<file path="config.mk">
export PLATFORM = sky130hd
export DESIGN_NAME = seven_segment_scanner_flat
export DESIGN_NICKNAME = d
export VERILOG_FILES = /design/src/rtl/seg7_pkg.sv /design/src/rtl/seven_segment_scanner_if.sv /design/src/rtl/seg7_hex_decode.sv /design/src/rtl/seven_segment_scanner.sv /design/src/flat_wrapper.sv
export SDC_FILE = /design/constraint.sdc
export NUM_CORES = 1
export LEC_CHECK = 0
export CAP_MARGIN = 40
export CORE_MARGIN = 2
export CORE_UTILIZATION = 40
export DETAILED_ROUTE_END_ITERATION = 8
export PLACE_DENSITY_LB_ADDON = 0.25
export SYNTH_ARGS = -nofsm -noshare
export SYNTH_HDL_FRONTEND = slang
export SYNTH_SLANG_ARGS = --single-unit
</file>
<file path="constraint.sdc">
create_clock -name clk -period 4.59 [get_ports clk]
set_clock_uncertainty 0.15 [all_clocks]
set_input_delay 0.918 -clock clk [delete_from_list [all_inputs] [get_ports clk]]
set_output_delay 0.918 -clock clk [all_outputs]
set_load 0.01 [all_outputs]
</file>
<file path="src/rtl/seg7_pkg.sv">
// Shared definitions for the seven-segment scanner: digit count, scan FSM
// encoding and the active-low hex segment table (bit0=a .. bit6=g, bit7=dp off).
package seg7_pkg;

    localparam int unsigned NUM_DIGITS = 4;

    typedef enum logic [0:0] {
        StBlank = 1'b0,
        StShow  = 1'b1
    } scan_state_e;

    // Index 0 is the rightmost entry; dp bit (bit7) is held high (off) throughout.
    localparam logic [15:0][7:0] SEG_TABLE = {
        8'h8E, 8'h86, 8'hA1, 8'hC6, 8'h83, 8'h88, 8'h90, 8'h80,
        8'hF8, 8'h82, 8'h92, 8'h99, 8'hB0, 8'hA4, 8'hF9, 8'hC0
    };

endpackage

</file>
<file path="src/rtl/seven_segment_scanner_if.sv">
// Load handshake and display outputs of the seven-segment scanner.
interface seven_segment_scanner_if;
    import seg7_pkg::*;

    logic                      load_valid;
    logic [4*NUM_DIGITS-1:0]   load_data;
    logic [NUM_DIGITS-1:0]     load_dp;
    logic                      load_ready;
    logic [7:0]                seg_n;
    logic [NUM_DIGITS-1:0]     dig_en_n;
    logic                      frame_start;

    modport master (
        output load_valid, load_data, load_dp,
        input  load_ready, seg_n, dig_en_n, frame_start
    );

    modport slave (
        input  load_valid, load_data, load_dp,
        output load_ready, seg_n, dig_en_n, frame_start
    );

endinterface

</file>
<file path="src/rtl/seg7_hex_decode.sv">
// Combinational hex nibble to active-low seven-segment pattern with decimal point.
module seg7_hex_decode
    import seg7_pkg::*;
(
    input  logic [3:0] hex,
    input  logic       dp,
    output logic [7:0] seg_n
);

    // Table lookup, then override the dp bit (active-low: lit drives 0).
    always_comb begin
        seg_n    = SEG_TABLE[hex];
        seg_n[7] = ~dp;
    end

endmodule

</file>
<file path="src/rtl/seven_segment_scanner.sv">
// Time-multiplexed 4-digit seven-segment scanner. Each digit slot opens with a
// blanking window to avoid ghosting, and new display words are double-buffered
// so they only take effect at a frame boundary.
module seven_segment_scanner
    import seg7_pkg::*;
#(
    parameter int unsigned DIV   = 50000,
    parameter int unsigned BLANK = 500
) (
    input  logic                    clk,
    input  logic                    rst,
    seven_segment_scanner_if.slave  bus
);

    localparam int unsigned CNT_W = $clog2(DIV);
    localparam int unsigned IDX_W = $clog2(NUM_DIGITS);
    localparam logic [CNT_W-1:0] CNT_LAST   = CNT_W'(DIV - 1);
    localparam logic [CNT_W-1:0] BLANK_LAST = CNT_W'(BLANK - 1);

    logic [CNT_W-1:0]          cnt_q;
    scan_state_e               state_q;
    logic [IDX_W-1:0]          idx_q;

    logic [7:0]                seg_n_q;
    logic [NUM_DIGITS-1:0]     dig_en_n_q;
    logic                      frame_start_q;

    logic                      pending_q;
    logic [4*NUM_DIGITS-1:0]   pend_data_q;
    logic [NUM_DIGITS-1:0]     pend_dp_q;
    logic [4*NUM_DIGITS-1:0]   act_data_q;
    logic [NUM_DIGITS-1:0]     act_dp_q;

    logic                      frame_bnd;
    logic                      accept;
    logic [3:0]                cur_nibble;
    logic                      cur_dp;
    logic [7:0]                dec_seg;

    // Frame boundary is the very first blank cycle of the digit-0 slot.
    always_comb begin
        frame_bnd  = (state_q == StBlank) && (cnt_q == '0) && (idx_q == '0);
        accept     = bus.load_valid && !pending_q;
        cur_nibble = act_data_q[{idx_q, 2'b00} +: 4];
        cur_dp     = act_dp_q[idx_q];
    end

    seg7_hex_decode u_decode (
        .hex   (cur_nibble),
        .dp    (cur_dp),
        .seg_n (dec_seg)
    );

    // Slot counter, scan FSM and digit index; outputs registered from current state.
    always_ff @(posedge clk) begin
        if (rst) begin
            cnt_q         <= '0;
            state_q       <= StBlank;
            idx_q         <= '0;
            seg_n_q       <= 8'hFF;
            dig_en_n_q    <= '1;
            frame_start_q <= 1'b0;
        end else begin
            frame_start_q <= frame_bnd;
            if (state_q == StShow) begin
                seg_n_q    <= dec_seg;
                dig_en_n_q <= ~(NUM_DIGITS'(1) << idx_q);
            end else begin
                seg_n_q    <= 8'hFF;
                dig_en_n_q <= '1;
            end

            if (cnt_q == CNT_LAST) begin
                cnt_q <= '0;
            end else begin
                cnt_q <= cnt_q + 1'b1;
            end

            unique case (state_q)
                StBlank: begin
                    if (cnt_q == BLANK_LAST) begin
                        state_q <= StShow;
                    end
                end
                StShow: begin
                    if (cnt_q == CNT_LAST) begin
                        state_q <= StBlank;
                        idx_q   <= idx_q + 1'b1;
                    end
                end
            endcase
        end
    end

    // Double buffer: accept into pending, promote to active only at the frame boundary.
    always_ff @(posedge clk) begin
        if (rst) begin
            pending_q   <= 1'b0;
            pend_data_q <= '0;
            pend_dp_q   <= '0;
            act_data_q  <= '0;
            act_dp_q    <= '0;
        end else begin
            if (frame_bnd && pending_q) begin
                act_data_q <= pend_data_q;
                act_dp_q   <= pend_dp_q;
            end
            // accept is blocked while pending, so it never races the promotion above.
            if (accept) begin
                pending_q   <= 1'b1;
                pend_data_q <= bus.load_data;
                pend_dp_q   <= bus.load_dp;
            end else if (frame_bnd) begin
                pending_q <= 1'b0;
            end
        end
    end

    assign bus.load_ready  = ~pending_q;
    assign bus.seg_n       = seg_n_q;
    assign bus.dig_en_n    = dig_en_n_q;
    assign bus.frame_start = frame_start_q;

endmodule

</file>
<file path="src/flat_wrapper.sv">
// flat-port wrapper written by rule: the top's interface ports become plain ports
module seven_segment_scanner_flat import seg7_pkg::*;
#(
    parameter int unsigned DIV   = 50000,
    parameter int unsigned BLANK = 500
)
  (clk, rst, bus_load_valid, bus_load_data, bus_load_dp, bus_load_ready, bus_seg_n, bus_dig_en_n, bus_frame_start);
  seven_segment_scanner_if bus_i ();
  input  logic clk;
  input  logic rst;
  input wire logic [$bits(bus_i.load_valid)-1:0] bus_load_valid;
  input wire logic [$bits(bus_i.load_data)-1:0] bus_load_data;
  input wire logic [$bits(bus_i.load_dp)-1:0] bus_load_dp;
  output wire logic [$bits(bus_i.load_ready)-1:0] bus_load_ready;
  output wire logic [$bits(bus_i.seg_n)-1:0] bus_seg_n;
  output wire logic [$bits(bus_i.dig_en_n)-1:0] bus_dig_en_n;
  output wire logic [$bits(bus_i.frame_start)-1:0] bus_frame_start;
  assign bus_i.load_valid = bus_load_valid;
  assign bus_i.load_data = bus_load_data;
  assign bus_i.load_dp = bus_load_dp;
  assign bus_load_ready = bus_i.load_ready;
  assign bus_seg_n = bus_i.seg_n;
  assign bus_dig_en_n = bus_i.dig_en_n;
  assign bus_frame_start = bus_i.frame_start;
  seven_segment_scanner #(.DIV(DIV), .BLANK(BLANK)) u_core (.clk(clk), .rst(rst), .bus(bus_i));
endmodule
</file>
==> run_results.csv <==
group,metric,value,unit
hold_path,hold_path_class,"register to register",
yosys,synth_enable_flop_cells,0,
timing,slew_violations,0,
detailed_routing,wl_per_cell,12.3,µm
worst_setup_path,cp_max_fo,9,
clock_network,cts.path.max_buffers,2,
place,place_area,0.00367,mm²
clock_network,clk_latency,0.35,ns
pwr,max-vdd-ir-drop,0.195,mV
floorplan,rows,32,
clock_network,root_buffer,"clkbuf_8",
clock_network,cts_resized,0,
global_routing,grt_start_max_net_pins,44,
timing,fin_crit,2.46,ns
worst_setup_path,startpoint_type,"register",
detailed_routing,first_pass_iters,4,
clock_network,cts_inserted_buffers,9,
timing,tightest_slew,0.681,ns
cells_and_area,diodes,0,
pwr,p_leak,1.34,nW
place,dp_hpwl,4180,µm
global_routing,antenna_found_initial,0,
detailed_routing,drtIter0Drc,104,
detailed_routing,drc,0,
worst_setup_path,worstPathArrival,2.53,ns
floorplan,dieHeight,94.2,µm
worst_setup_path,slowest_delay,0.63,ns
yosys,seq_area_frac_synth,44.9,%
place,port_buffers,36,
place,gp_congestion,0.760,
cells_and_area,nFillCells,759,
floorplan,initial_core_util,41.7,%
clock_network,cts_tree,"yes",
floorplan,io_pins,37,
yosys,netlist.area_leader.share,44.9,%
cells_and_area,layout-drive-gt1-share,7.18,%
timing,setup_viol,0,
yosys,synth_nets,390,
worst_setup_path,path_cells,"mux4_2 > inv_1 > ha_1 > inv_1 > mux4_2 > nand2b_1",
cells_and_area,nNetsFinal,420,
status,status,"complete, no violations",
floorplan,die_w,94.2,µm
worst_setup_path,critPathKind,"register to register",
worst_setup_path,r2r-start,"u_core.idx_q[0]",
worst_setup_path,end_kind,"register",
cells_and_area,multi_input_comb_area,0.00164,mm²
yosys,postSynthAreaPerCell,9.17,µm²
timing,hold_viol,0,
hold_path,hold_start,"u_core.pend_data_q[15]",
yosys,synth_area,0.00326,mm²
worst_setup_path,cp_num_buf_inv,2,
yosys,yosys.area.top_type,"dfxtp_1",
yosys,yosys_warnings,0,
clock_network,clkTransAtPathRegs,0.07,ns
clock_network,cts.sinks,73,
timing,worst_slew_margin_rel,54.5,%
pwr,powerDensity,331,mW/mm²
global_routing,grt_pass1_wl,10600,µm
global_routing,gr-usage-all-layers,15.2,%
detailed_routing,totalWireLength,6040,µm
yosys,ys_types,33,
yosys,yosys-top-cells-area,"dfxtp_1 (45%), nand2b_1 (8.5%), mux2i_1 (6.5%)",
cells_and_area,syn2layout_area_growth,19.1,%
flow_run,maxCapViolations,0,
timing,finalCritPeriodShare,53.6,%
detailed_routing,ant_nets,0,
clock_network,holdBufCountCts,0,
clock_network,htreeDepth,3,
floorplan,core,0.00781,mm²
worst_setup_path,startpoint,"u_core.idx_q[0]",
global_routing,grt.overflow.total,0,
yosys,synth_flop_cell,"dfxtp_1",
detailed_routing,vias_per_cell,4.81,
yosys,ys_ff_latch,73,
global_routing,grt_pass1_vias,2267,
yosys,synthCells,355,
timing,rsz0062_at_grt,"false",
cells_and_area,fin_area,0.00388,mm²
timing,max_freq,407,MHz
floorplan,die_area,0.00888,mm²
timing,fin_tns_setup,0,ns
worst_setup_path,crit_slowest_cell,"mux4_2",
worst_setup_path,cp.required,4.66,ns
worst_setup_path,critPathTopFamily,"multiplexers",
cells_and_area,regArea,0.00146,mm²
detailed_routing,vias,2367,
yosys,async_flop_share,0,%
clock_network,cts_setup_buffers,0,
-- worst min-delay path, cell delays in order (launching register included) --
cell	delay (ns)
dfxtp_1	0.31
nand2_1	0.05
a21oi_1	0.05
-- routing by layer --
metal,vias up,wire length (µm),GRT usage (%)
met5,-,0,0
met4,0,74,6.88
met3,6,246,3.13
met2,42,2670,22.6
met1,1074,3050,21.1
li1,1245,-,-
-- metrics by stage --
stage | util (%) | total power [mW] | std cells | hold WS, ns | setup WS [ns]
floorplan | - | 0.746 | 355 | 0.287 | 2.39
global placement | 46.8 | 0.780 | 475 | 0.295 | 2.08
detailed placement | 47.0 | 0.784 | 476 | 0.299 | 2.10
CTS | 49.7 | 1.30 | 492 | 0.310 | 2.11
global route | 49.7 | 1.34 | 492 | 0.327 | 1.92
finish | 49.7 | 1.28 | 492 | 0.306 | 2.13
-- Yosys cell counts (3+ instances only) --
cell type	number
buf_2	4
clkbuf_1	12
mux4_2	6
nand2_1	52
nor4_1	6
ha_1	12
xnor2_1	13
nor2_1	26
nand2b_1	44
nand4_1	8
buf_6	3
o21ai_0	4
dfxtp_1	73
nand3_1	5
a21oi_1	25
inv_1	13
mux2i_1	21
nor3_1	6
-- placed cells by master, fill, tap and decap left out, types with 3 or more instances in the layout --
cell type,n
dfxtp_1,73
nand2_1,52
nand2b_1,44
clkdlybuf4s50_1,35
nor2_1,26
a21oi_1,25
mux2i_1,21
inv_1,13
xnor2_1,13
ha_1,12
clkbuf_8,11
nand4_1,8
mux4_2,6
nor4_1,6
nor3_1,6
nand3_1,5
o21ai_0,4
clkinv_2,3
-- layout make-up --
type | instances | area share, %
multi-input cells | 249 | 42.4
flip-flops and latches | 73 | 37.7
repair buffers | 39 | 10.1
clock buffers | 11 | 3.90
well taps | 102 | 3.29
clock inverters | 5 | 1.39
inverters | 13 | 1.26
-- where the power goes --
part	internal [mW]	total, mW	switching [mW]	leakage (nW)
Sequential	0.652	0.663	0.0108	0.593
Combinational	0.0537	0.105	0.0512	0.635
Clock	0.279	0.517	0.238	0.109
-- state kept, by name (all words and copies together), names as in the netlist, 2 cells and up --
signal	cells
u_core.bus.seg_n	8
u_core.act_data_q	16
u_core.pend_data_q	16
u_core.bus.dig_en_n	4
u_core.pend_dp_q	4
u_core.idx_q	2
u_core.act_dp_q	4
u_core.cnt_q	16
-- worst paths after layout --
check / depth (start not counted) / endpoint / slack, ns
worst max-delay path: 6 / u_core.bus.seg_n[3] / 2.13
worst min-delay path: 2 / u_core.pend_data_q[15] / 0.31
worst max register to register: 6 / u_core.bus.seg_n[3] / 2.13
worst min register to register: 2 / u_core.pend_data_q[15] / 0.31
-- cell families after synthesis --
family	Yosys count	share of synthesized area, %
AO/OA/AOI/OAI	38	6.53
flip-flops	73	44.9
adder cells (fa/ha/maj)	12	4.61
multiplexers	27	10.6
buffers and inverters	33	4.65
AND/OR/NAND/NOR	157	24.7
XOR/XNOR	15	4.03
No activity file was read; power rests on OpenSTA's default activity.
